$ cat config.mk
export PLATFORM = sky130hd
export DESIGN_NAME = dh_modexp_engine
export DESIGN_NICKNAME = d
export VERILOG_FILES = /design/src/rtl/dh_modexp_engine.sv
export SDC_FILE = /design/constraint.sdc
export NUM_CORES = 1
export LEC_CHECK = 0
export BUFFER_PORTS_ARGS = -buffer_cell sky130_fd_sc_hd__buf_2
export CAP_MARGIN = 0
export CORE_UTILIZATION = 55
export DETAILED_ROUTE_END_ITERATION = 10
export HOLD_SLACK_MARGIN = 0.06
export PLACE_DENSITY = 0.67
export SLEW_MARGIN = 30
export SYNTH_ARGS = -nofsm -noshare
export SYNTH_HDL_FRONTEND = slang
export SYNTH_SLANG_ARGS = --single-unit
$ cat constraint.sdc
create_clock -name clk -period 71.5 [get_ports clk]
set_input_delay 21.45 -clock clk [delete_from_list [all_inputs] [get_ports clk]]
set_output_delay 21.45 -clock clk [all_outputs]
set_load 0.1 [all_outputs]
$ cat src/rtl/dh_modexp_engine.sv
// -----------------------------------------------------------------------------
// dh_modexp_engine
//
// Purpose
//   Computes result = base^exponent mod modulus for Diffie-Hellman style key
//   exchange using right-to-left square-and-multiply. One exponent bit is
//   consumed per RUN cycle; each cycle performs one modular multiply of the
//   accumulator and one modular square of the running base. Products are kept
//   at full 2N-bit width and reduced with a single remainder operation.
//
// Parameters
//   N         operand width in bits, legal range 2..32 (default 8)
//
// Ports
//   clk       system clock, all state updates on the rising edge
//   reset     synchronous, active-low reset
//   start     request pulse, only sampled while idle
//   base      generator or received public value
//   exponent  private key
//   modulus   prime modulus
//   busy      high while a computation is in progress (RUN and DONE)
//   done      one-cycle completion pulse, coincident with result/err update
//   result    base^exponent mod modulus, held until the next completion
//   err       set when the last request had modulus == 0, held likewise
//
// Timing
//   The edge that accepts start enters RUN. RUN lasts N cycles, DONE lasts
//   one cycle, and the edge leaving DONE registers result/err together with
//   the done pulse, so done is high N+1 edges after the accepting edge.
//   busy drops in that same cycle, so a held start is accepted immediately.
//
// Configuration
//   DH_EARLY_EXIT_EN  when defined, RUN ends after the cycle in which the
//                     shifted exponent becomes zero (minimum one RUN cycle),
//                     giving latency max(1, msb_index+1)+1. Results are
//                     identical because the remaining cycles only square a
//                     base that is never multiplied in again.
// -----------------------------------------------------------------------------
module dh_modexp_engine #(
  parameter int N = 8
) (
  input  logic         clk,
  input  logic         reset,
  input  logic         start,
  input  logic [N-1:0] base,
  input  logic [N-1:0] exponent,
  input  logic [N-1:0] modulus,
  output logic         busy,
  output logic         done,
  output logic [N-1:0] result,
  output logic         err
);

  // ---------------------------------------------------------------------------
  // State encoding
  // ---------------------------------------------------------------------------
  localparam logic [1:0] S_IDLE = 2'd0;
  localparam logic [1:0] S_RUN  = 2'd1;
  localparam logic [1:0] S_DONE = 2'd2;

  // The bit counter must hold the value N after the last RUN increment.
  localparam int              CW       = $clog2(N + 1);
  localparam logic [CW-1:0]   CNT_LAST = CW'(N - 1);
  localparam logic [CW-1:0]   CNT_ONE  = CW'(1);

  // ---------------------------------------------------------------------------
  // Registers
  // ---------------------------------------------------------------------------
  logic [1:0]    r_state;
  logic [N-1:0]  r_acc;      // running product of selected base powers
  logic [N-1:0]  r_b;        // base^(2^k) mod m for the current bit k
  logic [N-1:0]  r_exp;      // exponent, shifted right once per RUN cycle
  logic [N-1:0]  r_mod;      // modulus latched for the whole operation
  logic [CW-1:0] r_cnt;      // RUN cycles completed
  logic          r_done;
  logic [N-1:0]  r_result;
  logic          r_err;

  // ---------------------------------------------------------------------------
  // Datapath wires
  // ---------------------------------------------------------------------------
  logic [2*N-1:0] w_acc_prod;
  logic [2*N-1:0] w_b_sq;
  logic [N-1:0]   w_acc_mul;
  logic [N-1:0]   w_b_next;
  logic [N-1:0]   w_exp_next;
  logic [N-1:0]   w_b_load;
  logic [N-1:0]   w_acc_init;
  logic           w_mod_zero;
  logic           w_run_last;

  // Remainder of a 2N-bit value by an N-bit modulus. A zero modulus yields
  // zero so no divide-by-zero is ever evaluated; the remainder is always
  // smaller than the modulus, so narrowing it back to N bits loses nothing.
  function automatic logic [N-1:0] mod_reduce(
    input logic [2*N-1:0] x,
    input logic [N-1:0]   m
  );
    if (m == '0) begin
      return '0;
    end
    return N'(x % {{N{1'b0}}, m});
  endfunction

  // Full-width products: both operands are zero-extended to 2N bits first so
  // the multiply is never truncated ahead of the reduction.
  assign w_acc_prod = {{N{1'b0}}, r_acc} * {{N{1'b0}}, r_b};
  assign w_b_sq     = {{N{1'b0}}, r_b}   * {{N{1'b0}}, r_b};

  assign w_acc_mul  = mod_reduce(w_acc_prod, r_mod);
  assign w_b_next   = mod_reduce(w_b_sq, r_mod);
  assign w_exp_next = r_exp >> 1;

  // Load-time reduction: base >= modulus is folded here, and the accumulator
  // starts at 1 % modulus, which is 0 for modulus 0 or 1.
  assign w_b_load   = mod_reduce({{N{1'b0}}, base}, modulus);
  assign w_acc_init = mod_reduce({{(2*N-1){1'b0}}, 1'b1}, modulus);

  assign w_mod_zero = (r_mod == '0);

`ifdef DH_EARLY_EXIT_EN
  // Stop once no set exponent bits remain. The counter cap is redundant for
  // an N-bit exponent but keeps RUN bounded by construction.
  assign w_run_last = (w_exp_next == '0) || (r_cnt == CNT_LAST);
`else
  assign w_run_last = (r_cnt == CNT_LAST);
`endif

  // ---------------------------------------------------------------------------
  // Control and datapath state
  // ---------------------------------------------------------------------------
  // NOTE: every register here, including the datapath ones, is cleared on
  // reset so outputs and internal state are fully defined after an abort.
  always_ff @(posedge clk) begin
    if (!reset) begin
      // NOTE: sequential state is always assigned non-blocking so every
      // register samples the pre-edge values of the others.
      r_state  <= S_IDLE;
      r_acc    <= '0;
      r_b      <= '0;
      r_exp    <= '0;
      r_mod    <= '0;
      r_cnt    <= '0;
      r_done   <= 1'b0;
      r_result <= '0;
      r_err    <= 1'b0;
    end else begin
      // done is a single-cycle pulse; only the DONE branch raises it.
      r_done <= 1'b0;

      case (r_state)
        S_IDLE: begin
          if (start) begin
            r_b     <= w_b_load;
            r_exp   <= exponent;
            r_mod   <= modulus;
            r_acc   <= w_acc_init;
            r_cnt   <= '0;
            r_state <= S_RUN;
          end
        end

        S_RUN: begin
          if (r_exp[0]) begin
            r_acc <= w_acc_mul;
          end
          r_b   <= w_b_next;
          r_exp <= w_exp_next;
          r_cnt <= r_cnt + CNT_ONE;
          if (w_run_last) begin
            r_state <= S_DONE;
          end
        end

        S_DONE: begin
          // With a zero modulus the accumulator is already zero, but the
          // result is forced explicitly so the error case never depends on it.
          r_result <= w_mod_zero ? '0 : r_acc;
          r_err    <= w_mod_zero;
          r_done   <= 1'b1;
          r_state  <= S_IDLE;
        end

        default: begin
          r_state <= S_IDLE;
        end
      endcase
    end
  end

  // ---------------------------------------------------------------------------
  // Outputs
  // ---------------------------------------------------------------------------
  // start is only acted on in IDLE, so anything arriving while busy is
  // dropped without affecting the operation in flight.
  assign busy   = (r_state != S_IDLE);
  assign done   = r_done;
  assign result = r_result;
  assign err    = r_err;

endmodule
==> reports/metrics.csv, run 1 <==
stage,metric,value,unit
clock_tree,hold_buffers,0,
synth,synth_edf_count,0,
sta,fin_skew,0.0101,ns
critical_path,crit_fanout,19,
die,fp.dieH,228,um
global_routing,grt_first_pass_wirelength,123000,um
sta,setup_viol,0,
finish,fillers,4967,
sta,worstMarginPinSlew,0.879,ns
sta,hold_violations,0,
route,routedWlPerCell,16.6,um
synth,yosysTopAreaCell,ha_1,
finish,syn_to_final_growth,3.84,%
synth,yosys.area.top_type_share,20.3,%
die,fp.dieW,228,um
route,wl,74500,um
place,portBuffers,37,
route,postRouteAntennaNets,0,
finish,multi_input_area,0.0261,mm2
clock_tree,post_cts_resize_count,0,
sta,rsz0062_at_grt,false,
synth,seq_area_frac_synth,3.41,%
route,drtIter0Drc,1357,
clock_tree,cts_tree,yes,
finish,drive_gt1_share,7.88,%
finish,design_area,0.0292,mm2
route,vias,27900,
synth,synth_common_cells,"ha_1 (456), nor2_1 (318), nand2_1 (297)",
job,cap_viol_max_count,0,
sta,fmaxAchievable,0.0186,GHz
clock_tree,insertion_delay,0.30,ns
sta,tns,0,ns
place,hpwl,59900,um
critical_path,critPathMaxStageDelay,0.71,ns
clock_tree,cts.sinks,48,
critical_path,cp-start-kind,input port,
synth,async_reset_ff_share,0,%
clock_tree,cts_max_level,2,
finish,nets,4355,
route,vias_per_cell,6.22,
place,gp_congestion,0.921,
status,status,finished clean,
die,start_util,55.9,%
clock_tree,clock_tree.buffer_depth,2,
sta,slew_headroom,39.7,%
global_routing,grt_usage,27.6,%
route,drc,0,
clock_tree,cts.reportedPaths.clkPinSlew,0.07,ns
clock_tree,cts_setup_buffers,0,
finish,antennaDiodeCount,0,
synth,synthTopCellsByArea,"ha_1 (20%), a21oi_1 (4.9%), fa_1 (4.6%)",
critical_path,cp.arrival,54.05,ns
synth,synth_cells,3815,
clock_tree,cts_buffers,5,
synth,synth_ff_type,dfxtp_1,
global_routing,grt_max_degree,44,
synth,yosysMostFrequentCell,ha_1,
sta,fin_crit,53.85,ns
critical_path,slowest_stage,or4_1,
global_routing,grt_pass1_vias,25500,
sta,fin_crit_sh,75.3,%
synth,ys_warn_count,0,
clock_tree,cts_root_buffer,clkbuf_16,
synth,synth_cell_type_count,135,
synth,avgSynthCellArea,7.38,um2
critical_path,endpoint_kind,flop,
finish,seq_area,961,um2
die,core_area,0.0504,mm2
min_path,hp-class,flop to flop,
global_routing,grt-ovfl-total,0,
critical_path,path_common_cell,o21a_1,
place,placed_cell_area,0.0291,mm2
synth,ys_ff_latch,48,
synth,syn-cell-area,0.0282,mm2
die,dieArea,0.0521,mm2
sta,slew_viol_final,0,
route,dr.pass1.iters,6,
critical_path,critical_path_class,input port to flop,
critical_path,critPathRequiredTime,71.69,ns
die,io_pins,38,
die,fp-row-count,82,
global_routing,antenna_found_initial,1,
==> area by class of cell <==
class	count	area share, %
clock inverter	3	0.158
clock buffer	5	0.428
timing repair buffer	69	1.46
inverter	207	2.66
multi-input combinational	3476	89.1
sequential	48	3.29
tap	672	2.88
==> worst max-delay path, delay by kind of cell <==
family	cells	cell delay, ns
compound gates	82	19.49
fa+ha+maj	15	4.73
mux	3	0.94
simple gates	26	7.22
buf+inv	2	0.18
==> cells in the final DEF (no fill, tap or decap), types with 77 or more instances in the layout <==
| master | count |
|---|---|
| ha_1 | 456 |
| nor2_1 | 318 |
| nand2_1 | 297 |
| a21oi_1 | 274 |
| inv_1 | 204 |
| o21ai_0 | 183 |
| nor3_1 | 171 |
| o21a_1 | 165 |
| a21o_1 | 128 |
| xnor2_1 | 118 |
| and2_1 | 102 |
| mux2_2 | 87 |
| nand3_1 | 83 |
| nand2b_1 | 77 |
==> layer usage <==
metal  vias up  part of all wire [%]  global-route usage (%)
li1      14300                     -                       -
met1     13000                    48                    38.2
met2       574                    46                    47.1
met3        82                   4.2                    1.68
met4         0                   1.9                    5.47
met5         -                     0                       0
==> state kept, by name, summed over array words and instances (netlist names) <==
| signal | cells |
|---|---|
| r_state | 2 |
| r_exp | 8 |
| r_mod | 8 |
| result | 8 |
| r_acc | 8 |
| r_b | 8 |
| done | 1 |
| err | 1 |
| r_cnt | 4 |
==> per-stage QoR <==
| stage | std cells | hold WS (ns) | utilization [%] | setup slack (ns) |
|---|---|---|---|---|
| floorplan | 3822 | 0.436 | - | 21.74 |
| global placement | 4472 | 0.444 | 57.7 | 18.48 |
| detailed placement | 4472 | 0.447 | 57.7 | 17.85 |
| CTS | 4480 | 0.458 | 58.0 | 18.04 |
| global route | 4480 | 0.477 | 58.0 | 14.79 |
| finish | 4480 | 0.457 | 58.0 | 17.65 |
==> cells by family after synthesis <==
group                    after synthesis  synth area share (%)
AND/OR/NAND/NOR                     1358                  24.7
AO/OA/AOI/OAI                       1234                  30.6
adder cells (fa/ha/maj)              521                  24.9
buffers and inverters                298                  4.15
XOR/XNOR                             194                  6.03
multiplexers                         161                  6.22
flip-flops                            48                  3.41
other                                  1                0.0133
==> path summary, 6_finish.rpt <==
check | startpoint | to | slack, ns | cells past startpoint
worst max register to register | r_b[4] | r_acc[7] | 33.41 | 155
worst min-delay path | r_exp[1] | r_exp[1] | 0.46 | 2
worst min register to register | r_exp[1] | r_exp[1] | 0.46 | 2
worst max-delay path | modulus[4] | r_b[4] | 17.65 | 128
Power of run 1 is not shown: default switching activity piles up to over one toggle a cycle in this logic, so the estimate is an artifact.
==> inputs of run 2 (changes only) <==
- PLACE_DENSITY: 0.67 -> 0.7
- clock period: 71.5 -> 44 ns (I/O delays scaled with it)
==> reports/metrics.csv, run 2 (synthesized netlist as in run 1, its figures left out) <==
stage,metric,value,unit,change
min_path,hp-class,flop to flop,,unchanged
place,gp_congestion,0.913,,was 0.921
route,dr.pass1.iters,6,,unchanged
sta,tns,0,ns,unchanged
finish,final_common_cell,ha_1,,unchanged
global_routing,grtUsageMet1,37.8,%,was 38.2%
critical_path,crit_fanout,14,,was 19
finish,nets,4362,,"was 4,355"
sta,worstMarginPinSlew,0.854,ns,was 0.879 ns
clock_tree,hold_buffers,0,,unchanged
critical_path,r2r-start,r_b[4],,unchanged
finish,final_cell_mix,"ha_1 (456), nor2_1 (315), nand2_1 (296)",,"was ha_1 (456), nor2_1 (318), nand2_1 (297)"
die,io_pins,38,,unchanged
min_path,worstHoldStart,r_exp[4],,was r_exp[1]
critical_path,critical_path_class,input port to flop,,unchanged
route,wl,74200,um,"was 74,500 um"
clock_tree,cts.reportedPaths.clkPinSlew,0.07,ns,about the same
critical_path,r2r_cells,153,,was 155
global_routing,grt_max_degree,42,,was 44
global_routing,use_met3,2.05,%,was 1.68%
sta,fin_crit_sh,95.8,%,
route,drtIter0Drc,1670,,"was 1,357"
critical_path,slowest_stage,or4_4,,was or4_1
global_routing,grt_first_pass_wirelength,124000,um,"was 123,000 um"
clock_tree,cts_root_buffer,clkbuf_16,,unchanged
status,status,finished clean,,unchanged
route,postRouteAntennaNets,0,,unchanged
finish,syn_to_final_growth,4.69,%,was 3.84%
finish,drive_gt1_share,8.78,%,was 7.88%
route,drc,0,,unchanged
die,dieArea,0.0521,mm2,unchanged
place,portBuffers,37,,unchanged
sta,slew_viol_final,0,,unchanged
die,start_util,55.9,%,unchanged
clock_tree,cts_tree,yes,,unchanged
global_routing,antenna_found_initial,2,,was 1
finish,design_area,0.0295,mm2,was 0.0292 mm2
sta,fmaxAchievable,0.0237,GHz,
critical_path,path_common_cell,o21a_1,,unchanged
finish,final_cells,4488,,"was 4,480"
die,fp.dieH,228,um,unchanged
sta,fin_skew,0.0115,ns,was 0.0101 ns
sta,fin_crit,42.15,ns,
min_path,hold_end,r_exp[4],,was r_exp[1]
critical_path,startpoint,modulus[4],,unchanged
place,hpwl,59000,um,"was 59,900 um"
critical_path,critPathRequiredTime,44.16,ns,was 71.69 ns
clock_tree,cts_max_level,2,,unchanged
route,vias,27900,,about the same
sta,setup_viol,0,,unchanged
clock_tree,cts_buffers,5,,unchanged
die,fp.dieW,228,um,unchanged
critical_path,reg2reg_to,r_acc[6],,was r_acc[7]
clock_tree,clock_tree.buffer_depth,2,,unchanged
clock_tree,insertion_delay,0.30,ns,about the same
place,dp_cells,4476,,"was 4,472"
job,cap_viol_max_count,0,,unchanged
critical_path,endpoint_kind,flop,,unchanged
critical_path,reg2reg_slack,5.87,ns,was 33.41 ns
finish,fillers,4817,,"was 4,967"
route,vias_per_cell,6.23,,was 6.22
global_routing,grt_usage,27.5,%,was 27.6%
sta,hold_violations,0,,unchanged
critical_path,cp-start-kind,input port,,unchanged
critical_path,cp.arrival,42.31,ns,was 54.05 ns
place,placed_cell_area,0.0291,mm2,about the same
critical_path,critPathMaxStageDelay,0.62,ns,was 0.71 ns
global_routing,grt-busiest-layer,met2,,unchanged
global_routing,grt-ovfl-total,0,,unchanged
global_routing,met2_usage,47.4,%,was 47.1%
clock_tree,cts.sinks,48,,unchanged
global_routing,grt_pass1_vias,25600,,"was 25,500"
die,core_area,0.0504,mm2,unchanged
sta,slew_headroom,42.5,%,was 39.7%
route,routedWlPerCell,16.5,um,was 16.6 um
min_path,hold_path_depth,2,,unchanged
die,fp-row-count,82,,unchanged
## run 2: changes by cell type in the layout (fill, tap and decap cells not counted), sizes merged
cell / before / now
buf: 69 / 76
clkinvlp: 1 / 0
clkinv: 1 / 3
diode: 0 / 1
inv: 207 / 206
## run 2: final cells by class
type	count	area (um2)	share of cell area (%)
antenna	1	2.50	0.00849
clock buffer	5	125	0.424
clock inverter	3	47.5	0.161
inverter	207	778	2.64
multi-input combinational	3476	26200	89.0
sequential	48	961	3.26
tap	672	841	2.85
timing repair buffer	76	478	1.62
## run 2: worst max-delay path by stage
stage                           to  depth (start not counted)
after floorplan             r_b[0]                        140
after global placement    r_acc[7]                        134
after detailed placement    r_b[5]                        133
after CTS                   r_b[5]                        133
after global routing      r_acc[7]                        134
final                       r_b[0]                        134
## run 2: metrics by stage
step	utilization [%]	setup WS, ns	hold slack [ns]
floorplan	-	2.49	0.436
global placement	57.7	0.577	0.443
detailed placement	57.7	0.0845	0.447
CTS	58.1	0.325	0.458
global route	58.5	-0.103	0.476
finish	58.5	1.85	0.461
## run 2: repair_timing
item                                    in CTS  in global routing
gates resized for setup                      0                 41
setup buffers                                0                  3
endpoints found under the setup margin       0                 16
## run 2: worst max-delay path: cells and delay by family
family | cells | cell delay [ns]
AND/OR/NAND/NOR | 28 | 6.01
adder cells (fa/ha/maj) | 15 | 4.51
buffers and inverters | 8 | 1.08
multiplexers | 8 | 2.49
AO/OA/AOI/OAI | 75 | 14.97
## run 2: per-layer routing
layer  routed length (um)  share of wire, %  vias up
met2                33900                46      624
met3                 3590               4.8       77
met1                35500                48    12900
met5                   12             0.016        -
li1                     -                 -    14300
met4                 1110               1.5        2
Power of run 2 is left out for the same reason.
